==> src/rtl/dmem_arb_pkg.sv <==
// Shared types and defaults for the dmem capture arbiter and its sample FIFO.
package dmem_arb_pkg;

    typedef enum logic [1:0] {
        IDLE  = 2'd0,
        PEND  = 2'd1,
        FORCE = 2'd2
    } arb_state_e;

    localparam int unsigned SMP_W            = 15;
    localparam int unsigned SMP_PAD_W        = 17;
    localparam int unsigned DEF_RING_BASE    = 32'h0000_0F00;
    localparam int unsigned DEF_RING_DEPTH   = 256;
    localparam int unsigned DEF_FIFO_DEPTH   = 4;
    localparam int unsigned DEF_STARVE_LIMIT = 8;

endpackage

==> src/rtl/sample_fifo.sv <==
// Synchronous sample FIFO; a push into a full FIFO is accepted when a pop happens in the same cycle.
module sample_fifo #(
    parameter int unsigned DEPTH = 4,
    parameter int unsigned WIDTH = 15
) (
    input  logic                       clock,
    input  logic                       reset,
    input  logic                       push,
    input  logic                       pop,
    input  logic [WIDTH-1:0]           din,
    output logic [WIDTH-1:0]           dout,
    output logic                       full,
    output logic                       empty,
    output logic [$clog2(DEPTH):0]     level
);

    localparam int unsigned AW = $clog2(DEPTH);

    logic [WIDTH-1:0] mem [DEPTH];
    logic [AW:0]      rd_ptr;
    logic [AW:0]      wr_ptr;
    logic             do_push;
    logic             do_pop;

    assign level   = wr_ptr - rd_ptr;
    assign empty   = (wr_ptr == rd_ptr);
    assign full    = (level == (AW+1)'(DEPTH));
    assign do_pop  = pop && !empty;
    assign do_push = push && (!full || do_pop);
    assign dout    = mem[rd_ptr[AW-1:0]];

    // Pointer state; one extra bit distinguishes full from empty.
    always_ff @(posedge clock or negedge reset) begin
        if (!reset) begin
            rd_ptr <= '0;
            wr_ptr <= '0;
        end else begin
            if (do_pop)  rd_ptr <= rd_ptr + (AW+1)'(1);
            if (do_push) wr_ptr <= wr_ptr + (AW+1)'(1);
        end
    end

    always_ff @(posedge clock) begin
        if (do_push) mem[wr_ptr[AW-1:0]] <= din;
    end

endmodule

==> src/rtl/dmem_capture_arbiter.sv <==
// Shares a single-port data RAM between the CPU and an accelerometer sample ring,
// CPU first, with a forced capture slot once the sample path has starved long enough.
module dmem_capture_arbiter
    import dmem_arb_pkg::*;
#(
    parameter int unsigned ADDR_W       = 12,
    parameter int unsigned DATA_W       = 32,
    parameter int unsigned RING_BASE    = DEF_RING_BASE,
    parameter int unsigned RING_DEPTH   = DEF_RING_DEPTH,
    parameter int unsigned FIFO_DEPTH   = DEF_FIFO_DEPTH,
    parameter int unsigned STARVE_LIMIT = DEF_STARVE_LIMIT
) (
    input  logic                          clock,
    input  logic                          reset,
    input  logic                          cpu_req,
    input  logic                          cpu_wren,
    input  logic [ADDR_W-1:0]             cpu_addr,
    input  logic [DATA_W-1:0]             cpu_wdata,
    output logic                          cpu_stall,
    input  logic                          smp_valid,
    input  logic [SMP_W-1:0]              smp_data,
    output logic                          ram_wen,
    output logic [ADDR_W-1:0]             ram_addr,
    output logic [DATA_W-1:0]             ram_wdata,
    output logic [$clog2(RING_DEPTH)-1:0] wr_ptr,
    output logic                          overflow,
    input  logic                          clr_ovf
);

    localparam int unsigned PTR_W = $clog2(RING_DEPTH);
    localparam int unsigned LVL_W = $clog2(FIFO_DEPTH) + 1;
    localparam int unsigned STV_W = $clog2(STARVE_LIMIT + 1);

    arb_state_e       state;
    logic [STV_W-1:0] starve_cnt;
    logic [STV_W-1:0] starve_inc;
    logic [SMP_W-1:0] fifo_head;
    logic [LVL_W-1:0] fifo_level;
    logic [LVL_W-1:0] level_nxt;
    logic             fifo_full;
    logic             fifo_empty;
    logic             capture;
    logic             push;
    logic             drop;
    logic             blocked;

    sample_fifo #(
        .DEPTH (FIFO_DEPTH),
        .WIDTH (SMP_W)
    ) u_fifo (
        .clock (clock),
        .reset (reset),
        .push  (push),
        .pop   (capture),
        .din   (smp_data),
        .dout  (fifo_head),
        .full  (fifo_full),
        .empty (fifo_empty),
        .level (fifo_level)
    );

    // RAM grant: CPU wins unless a forced capture is due; reset silences the RAM port.
    always_comb begin
        cpu_stall = 1'b0;
        ram_wen   = 1'b0;
        ram_addr  = cpu_addr;
        ram_wdata = '0;
        capture   = 1'b0;
        if (!reset) begin
            capture = 1'b0;
        end else if (cpu_req && (state != FORCE)) begin
            ram_wen   = cpu_wren;
            ram_wdata = cpu_wdata;
        end else begin
            cpu_stall = cpu_req;
            if (!fifo_empty) begin
                capture   = 1'b1;
                ram_wen   = 1'b1;
                ram_addr  = ADDR_W'(RING_BASE) + ADDR_W'(wr_ptr);
                ram_wdata = DATA_W'(fifo_head);
            end
        end
    end

    assign push       = smp_valid && (!fifo_full || capture);
    assign drop       = smp_valid && fifo_full && !capture;
    assign level_nxt  = fifo_level + LVL_W'(push) - LVL_W'(capture);
    assign blocked    = (state == PEND) && cpu_req && !fifo_empty;
    assign starve_inc = (starve_cnt == STV_W'(STARVE_LIMIT)) ? starve_cnt
                                                             : starve_cnt + STV_W'(1);

    always_ff @(posedge clock or negedge reset) begin
        if (!reset) begin
            state      <= IDLE;
            wr_ptr     <= '0;
            starve_cnt <= '0;
            overflow   <= 1'b0;
        end else begin
            if (capture) wr_ptr <= wr_ptr + PTR_W'(1);

            // Sticky drop flag; a drop in the clearing cycle keeps it set.
            if (drop)         overflow <= 1'b1;
            else if (clr_ovf) overflow <= 1'b0;

            case (state)
                IDLE: begin
                    starve_cnt <= '0;
                    if (push) state <= PEND;
                end
                PEND: begin
                    if (capture)      starve_cnt <= '0;
                    else if (blocked) starve_cnt <= starve_inc;
                    if (level_nxt == '0) begin
                        state <= IDLE;
                    end else if (blocked && (starve_inc == STV_W'(STARVE_LIMIT))) begin
                        state <= FORCE;
                    end
                end
                FORCE: begin
                    starve_cnt <= '0;
                    state      <= (level_nxt != '0) ? PEND : IDLE;
                end
                default: begin
                    starve_cnt <= '0;
                    state      <= IDLE;
                end
            endcase
        end
    end

endmodule

==> config.mk <==
export PLATFORM = sky130hd
export DESIGN_NAME = dmem_capture_arbiter
export DESIGN_NICKNAME = d
export VERILOG_FILES = /design/src/rtl/dmem_arb_pkg.sv /design/src/rtl/sample_fifo.sv /design/src/rtl/dmem_capture_arbiter.sv
export SDC_FILE = /design/constraint.sdc
export NUM_CORES = 1
export LEC_CHECK = 0
export CAP_MARGIN = 30
export CORE_ASPECT_RATIO = 0.8
export CORE_UTILIZATION = 42
export CTS_CLUSTER_DIAMETER = 30
export DETAILED_ROUTE_END_ITERATION = 10
export PLACE_DENSITY = 0.81
export SLEW_MARGIN = 40
export SYNTH_ARGS = -nofsm -noshare
export SYNTH_HDL_FRONTEND = slang
export SYNTH_SLANG_ARGS = --single-unit
==> constraint.sdc <==
create_clock -name clock -period 3.6 [get_ports clock]
set_clock_uncertainty 0.1 [all_clocks]
set_input_delay 0.72 -clock clock [delete_from_list [all_inputs] [get_ports clock]]
set_output_delay 0.72 -clock clock [all_outputs]
set_load 0.03 [all_outputs]
# Yosys cells after proc, flatten, opt, wreduce, memory -nomap -nowiden
# Memories as Yosys holds them, arrays and structs flattened.
# Cells that the tools add are included.
[word_totals] register_bits=21 ramBits=60 rom_bits=0 in_bits=65 wordCells=70 out_inout_bits=55 latchBits=0 memories=1
[mem_list] memory="u_fifo.mem" words=4 word_bits=15 read_ports=1 rd_ports_with_merged_regs=0 write_ports=1 line="sample_fifo.sv:19" text="logic [WIDTH-1:0] mem [DEPTH];"
[op_classes] n_eq_ne=10 reduce_logical=19 muxes=26 bitwise_logic=0 addsub=8 magnitude_cmp=0 shift=0 div=0 n_mul=0
[op_table] operator="32-bit 2-to-1 mux" count=2
[op_table] operator="12-bit 2-to-1 mux" count=3
[op_table] operator="4-bit 2-to-1 mux" count=4
[op_table] operator="15-bit 2-to-1 mux" count=1
[op_table] operator="1-bit 2-to-1 mux" count=12
[op_table] operator="9-bit by 9-bit adder with 10-bit output (first input constant)" count=1
[op_table] operator="1-bit logical AND" count=9
[op_table] operator="8-bit by 1-bit adder with 8-bit output (second input constant)" count=1
[op_table] operator="4-bit == test (second input constant)" count=2
[op_table] operator="3-bit by 1-bit adder with 3-bit output (second input constant)" count=2
[op_table] operator="2-bit 2-to-1 mux" count=3
[op_table] operator="2-bit one-hot mux with 3 select lines" count=1
[op_table] operator="4-bit by 1-bit adder with 4-bit output (second input constant)" count=1
[op_table] operator="2-bit inequality test (second input constant)" count=2
[op_table] operator="3-bit by 1-bit adder with 3-bit output" count=1
[op_table] operator="3-bit == test" count=1
[op_table] operator="3-bit == test (second input constant)" count=1
[op_table] operator="1-bit logical NOT" count=3
[op_table] operator="3-bit logical NOT" count=1
[op_table] operator="3-bit by 1-bit inequality test with 1-bit output (second input constant)" count=1
[op_table] operator="3-bit inequality test (second input constant)" count=1
[op_table] operator="3-bit nonzero test" count=1
[op_table] operator="3-bit by 1-bit subtractor with 3-bit output" count=1
[op_table] operator="3-bit subtractor" count=1
[op_table] operator="other kinds (6)" count=7

# Longest topological paths before layout
[depth] ltp_word=11 ltp_mapped=17 mapped_depth_nobuf=15

# Cells and area by module
# From an unflattened synthesis, not the netlist that was laid out.
[hier_totals] hier_cells=292 hier_area_um2=4040.1
[by_module_without_submodules] mod="sample_fifo" n_inst=1 cells_per_inst=119 seq_area_each_um2=1951.9 area_per_inst_um2=2635.0
[by_module_without_submodules] mod="dmem_capture_arbiter" n_inst=1 cells_per_inst=173 seq_area_each_um2=375.4 area_per_inst_um2=1405.1

# Worst setup path after synthesis
# OpenSTA, ideal clock, no wires.
[synth_path] path_type="register -> register" from="reg u_fifo.rd_ptr[1]" to="reg state[0]" path_stages_with_launch=17 n_path_buf=3 t_required_ns=3.379 setup_slack_ns=-0.090 setup_ns=0.121 t_arrival_ns=3.469 synth_period_minus_slack_ns=3.690 cell_sequence="dfrtp_1 > clkbuf_1 > clkbuf_1 > inv_1 > ha_1 > and2_1 > a221o_1 > clkbuf_1 > o21ai_0 > ha_1 > inv_1 > fa_1 > xor2_1 > xnor2_1 > nand3b_1 > a22oi_1 > nand2_1"
[synth_via] elab_chain_cells=11 elab_cells_between_ends=22 classes_between="add/sub (3); eq/ne (4); mux (6); reduce/logical (9)"
[synth_rtl] item="from (decl)" line="sample_fifo.sv:20" text="logic [AW:0] rd_ptr;"
[synth_rtl] item="from (signal assigned)" line="sample_fifo.sv:38" text="if (do_pop) rd_ptr <= rd_ptr + (AW+1)'(1);"
[synth_rtl] item="parallel branches: the longest is 11 deep, another holds 3-bit subtractor"
[synth_rtl] item="to (signal assigned)" line="dmem_capture_arbiter.sv:121" text="state <= (level_nxt != '0) ? PEND : IDLE;"
[synth_rtl] item="to (decl)" line="dmem_capture_arbiter.sv:34" text="arb_state_e state;"
# Several ways; the timed one is not identified.
# A chain may end at the register's enable or synchronous reset.

# Final worst setup path
[layout_path] from="reg u_fifo.rd_ptr[1]" to="out ram_wdata[7]"
[layout_via] elab_chain_cells=4 elab_cells_between_ends=5 classes_between="eq/ne (1); mux (3); memory (1)"
[layout_rtl] item="memory read 4 x 15 bit or 3-bit == test (tied branches)"
[layout_rtl] item="15-bit 2-to-1 mux *" line="dmem_capture_arbiter.sv:76" text="if (!fifo_empty) begin"
[layout_rtl] item="32-bit 2-to-1 mux *" line="dmem_capture_arbiter.sv:71" text="end else if (cpu_req && (state != FORCE)) begin"
[layout_rtl] item="32-bit 2-to-1 mux *" line="dmem_capture_arbiter.sv:69" text="if (!reset) begin"
[layout_rtl] item="to (decl)" line="dmem_capture_arbiter.sv:24" text="output logic [DATA_W-1:0] ram_wdata,"
# Every way passes the cells marked *; elsewhere a longest branch is shown, timed or not.

==> results.py <==
metrics = {
    "status": {
        "outcome": "finished clean",
    },
    "critical_path": {
        "end_kind": "output pin",
        "ff2ff_path_depth": 15,
        "crit_arrival_ps": 2470,
        "cp_data_required_time_ps": 2780,
        "crit_chain": "inv_1, ha_1, and2_1, a221oi_4, buf_12, buf_4, a22o_1, buf_4",
        "critPathSlowestCell": "dfrtp_2",
        "startpoint": "u_fifo.rd_ptr[1]",
        "path_class": "flop to output pin",
        "path_common_cell": "buf_4",
        "max_stage_delay_ps": 480,
        "r2r_start": "u_fifo.wr_ptr[0]",
        "crit_fanout": 15,
        "crit_path_start_kind": "flop",
    },
    "global_route": {
        "grt_pass1_vias": 2657,
        "grt_util_all_layers_pct": 18.6,
        "grt_pass1_wl_mm": 13.2,
        "grtUsageMet3_pct": 4.32,
        "grt_max_degree": 27,
        "overflow": 0,
        "antenna_found_initial": 0,
        "grt_use_met2_pct": 32.9,
        "grt_use_met1_pct": 23.0,
        "globalRoute.busiestLayer": "met2",
    },
    "sta": {
        "rsz0062_at_grt": "no",
        "setup_viol": 0,
        "tightestPinTransition_ps": 545,
        "hold_viol": 0,
        "period_share_pct": 91.4,
        "slew_violations": 0,
        "min_period_ps": 3290,
        "timing.final.ws_setup_ps": 310,
        "relSlewSlack_pct": 63.7,
        "max_clock_freq_mhz": 304,
        "fin_setup_tns_ps": 0,
    },
    "clocking": {
        "clk_pin_slew_worst_paths_ps": 60,
        "numCtsBuffers": 9,
        "cts_tree": "built",
        "cts_sinks": 81,
        "ctsHoldBuffers": 0,
        "clockBufferDepth": 2,
        "clock_latency_ps": 330,
        "root_buffer": "clkbuf_16",
        "ctsHtreeMaxLevel": 3,
    },
    "floorplan": {
        "design.die.area_sq_um": 9550,
        "die_height_um": 87.6,
        "die_width_um": 109,
        "fp.coreArea_sq_um": 8670,
        "initial_core_util_pct": 44.4,
        "num_rows": 30,
        "boundaryPins": 120,
    },
    "logic_synthesis": {
        "synth-main-ff-cell": "edfxtp_1",
        "synth_nets": 358,
        "synthAdderAreaFrac_pct": 4.62,
        "synth-async-reset-ratio_pct": 25.9,
        "synth_mux_area_share_pct": 9.04,
        "yosys.area_share.simple_pct": 12.8,
        "ys_types": 40,
        "ys_ff_latch": 81,
        "ys_warn_count": 0,
        "synthesis.area_sq_um": 3850,
        "syn_avg_cell_area_sq_um": 13.7,
        "synth-edff-count": 60,
        "synth_top_family_by_area": "simple AND/OR/NAND/NOR gates",
        "synth-xor-area-share_pct": 4.46,
        "syn_inst": 280,
        "synth-compound-area-share_pct": 6.21,
        "synth-seq-area-share_pct": 60.5,
    },
    "placed_design": {
        "dp_hpwl_mm": 6.18,
        "dp_worst_setup_slack_ps": 88.4,
        "dp_cells": 512,
        "finalWeightedCongestion": 0.789,
        "port_buffers": 119,
    },
    "detailed_routing": {
        "wl_per_cell_um": 16.3,
        "antenna_left": 0,
        "drt_wl_total_mm": 8.62,
        "first_pass_iters": 4,
        "drc_errors": 0,
        "num_vias": 2674,
        "dr.first_iter.drc_count": 122,
        "via_per_inst": 5.05,
    },
    "final_layout": {
        "antenna_cells": 0,
        "register_area_sq_um": 2330,
        "drive_gt1_share_pct": 21.1,
        "multi_input_area_sq_um": 1440,
        "final_nets": 490,
        "fill_cells": 674,
        "layout.cells.non_filler": 529,
        "utilization_pct": 63.2,
        "syn2layout_area_growth_pct": 42.4,
    },
    "power": {
        "powerDensity_nw_per_um2": 771,
        "peakVddDrop_uv": 403,
        "power_leakage_uw": 0.00225,
    },
    "worst_hold_path": {
        "holdPathStages": 1,
        "hold_class": "flop to flop",
        "holdCritStartpoint": "wr_ptr[7]",
    },
    "job": {
        "max_cap_violations": 0,
    },
}
## metal layers
metal / vias to the layer above / share of wire (%)
li1: 1284 / -
met1: 1308 / 42
met2: 75 / 53
met3: 7 / 4.6
met4: 0 / 0.67
met5: - / 0
## logic make-up (layout without fill, tap and decap cells)
| kind of cell | after synthesis | in the layout |
|---|---|---|
| compound gates | 30 | 30 |
| xor+xnor | 18 | 18 |
| fa+ha+maj | 13 | 13 |
| buf+inv | 23 | 160 |
| flops | 81 | 81 |
| mux | 16 | 16 |
| simple gates | 99 | 99 |
## cell type report
class / count / share of cell area (%)
multi-input cells: 176 / 26.3
repair buffers: 131 / 22.2
clock buffers: 9 / 4.11
inverters: 13 / 0.890
flip-flops and latches: 81 / 42.5
clock inverters: 7 / 1.42
well taps: 112 / 2.56
## what timing repair did
action,CTS,global route
setup buffers,1,0
gates resized for setup,1,8
endpoints found under the setup margin,10,9
pin swaps,1,1
## synth_stat cells (all sizes together) (2+ instances only)
cell type | instances | share of area (%)
edfxtp | 60 | 47
nand2 | 37 | 3.6
and2 | 22 | 3.7
dfrtp | 21 | 14
nor2 | 18 | 1.8
mux4 | 15 | 8.8
inv | 12 | 1.2
xnor2 | 12 | 2.7
ha | 11 | 3.6
a22o | 8 | 1.8
a22oi | 8 | 1.6
clkbuf | 7 | 0.68
nand2b | 5 | 0.81
xor2 | 5 | 1.1
nand3 | 4 | 0.52
nand4 | 4 | 0.65
a21oi | 3 | 0.39
buf | 3 | 0.39
o21ai | 3 | 0.39
fa | 2 | 1.0
nand3b | 2 | 0.39
nor2b | 2 | 0.33
or3 | 2 | 0.46
## where the power goes
group	leakage, uW	internal, uW	switching, uW
clock network	0.000142	543	368
logic	0.00129	856	1020
registers	0.000815	1280	158
total	0.00225	2680	1540
## cell usage in the layout (no fill, tap or decap), drive strengths merged, types with 2 or more instances in the layout
cell,synthesis,layout
a21oi,3,3
a22o,8,8
a22oi,8,8
and2,22,22
buf,3,50
clkbuf,7,9
clkdlybuf4s50,0,73
clkinv,1,3
clkinvlp,0,2
dfrtp,21,21
dlymetal6s2s,0,8
edfxtp,60,60
fa,2,2
ha,11,11
inv,12,14
mux4,15,15
nand2,37,37
nand2b,5,5
nand3,4,4
nand3b,2,2
nand4,4,4
nor2,18,18
nor2b,2,2
o21ai,3,3
or3,2,2
xnor2,12,12
xor2,5,5
## through the flow
stage	hold slack [ps]	power, uW	area (sq um)
2_1_floorplan	324	2690	3850
3_3_place_gp	389	3270	5140
3_5_place_dp	392	3340	5140
4_1_cts	400	4270	5460
5_1_grt	430	4480	5480
6_report	395	4230	5480
## state kept, by name, indices dropped and copies added (netlist names)
name           count
u_fifo.rd_ptr      3
u_fifo.wr_ptr      3
overflow           1
starve_cnt         4
state              2
u_fifo.mem        60
wr_ptr             8
## final timing paths
| kind | endpoint | slack [ps] |
|---|---|---|
| max | ram_wdata[7] | 310 |
| min | wr_ptr[7] | 400 |
| max reg2reg | state[0] | 330 |
| min reg2reg | wr_ptr[7] | 400 |
| max in group asynchronous | u_fifo.rd_ptr[1] | 2440 |
| min in group asynchronous | overflow | 710 |
## critical path, delay by kind of cell, from the launching register on
family | cells | cell delay (ps)
AOI/OAI and AO/OA | 2 | 490
adders and majority gates | 1 | 290
buffers and inverters | 4 | 640
DFF | 1 | 480
and+or+nand+nor | 1 | 230
(Power assumes the default switching activity.)
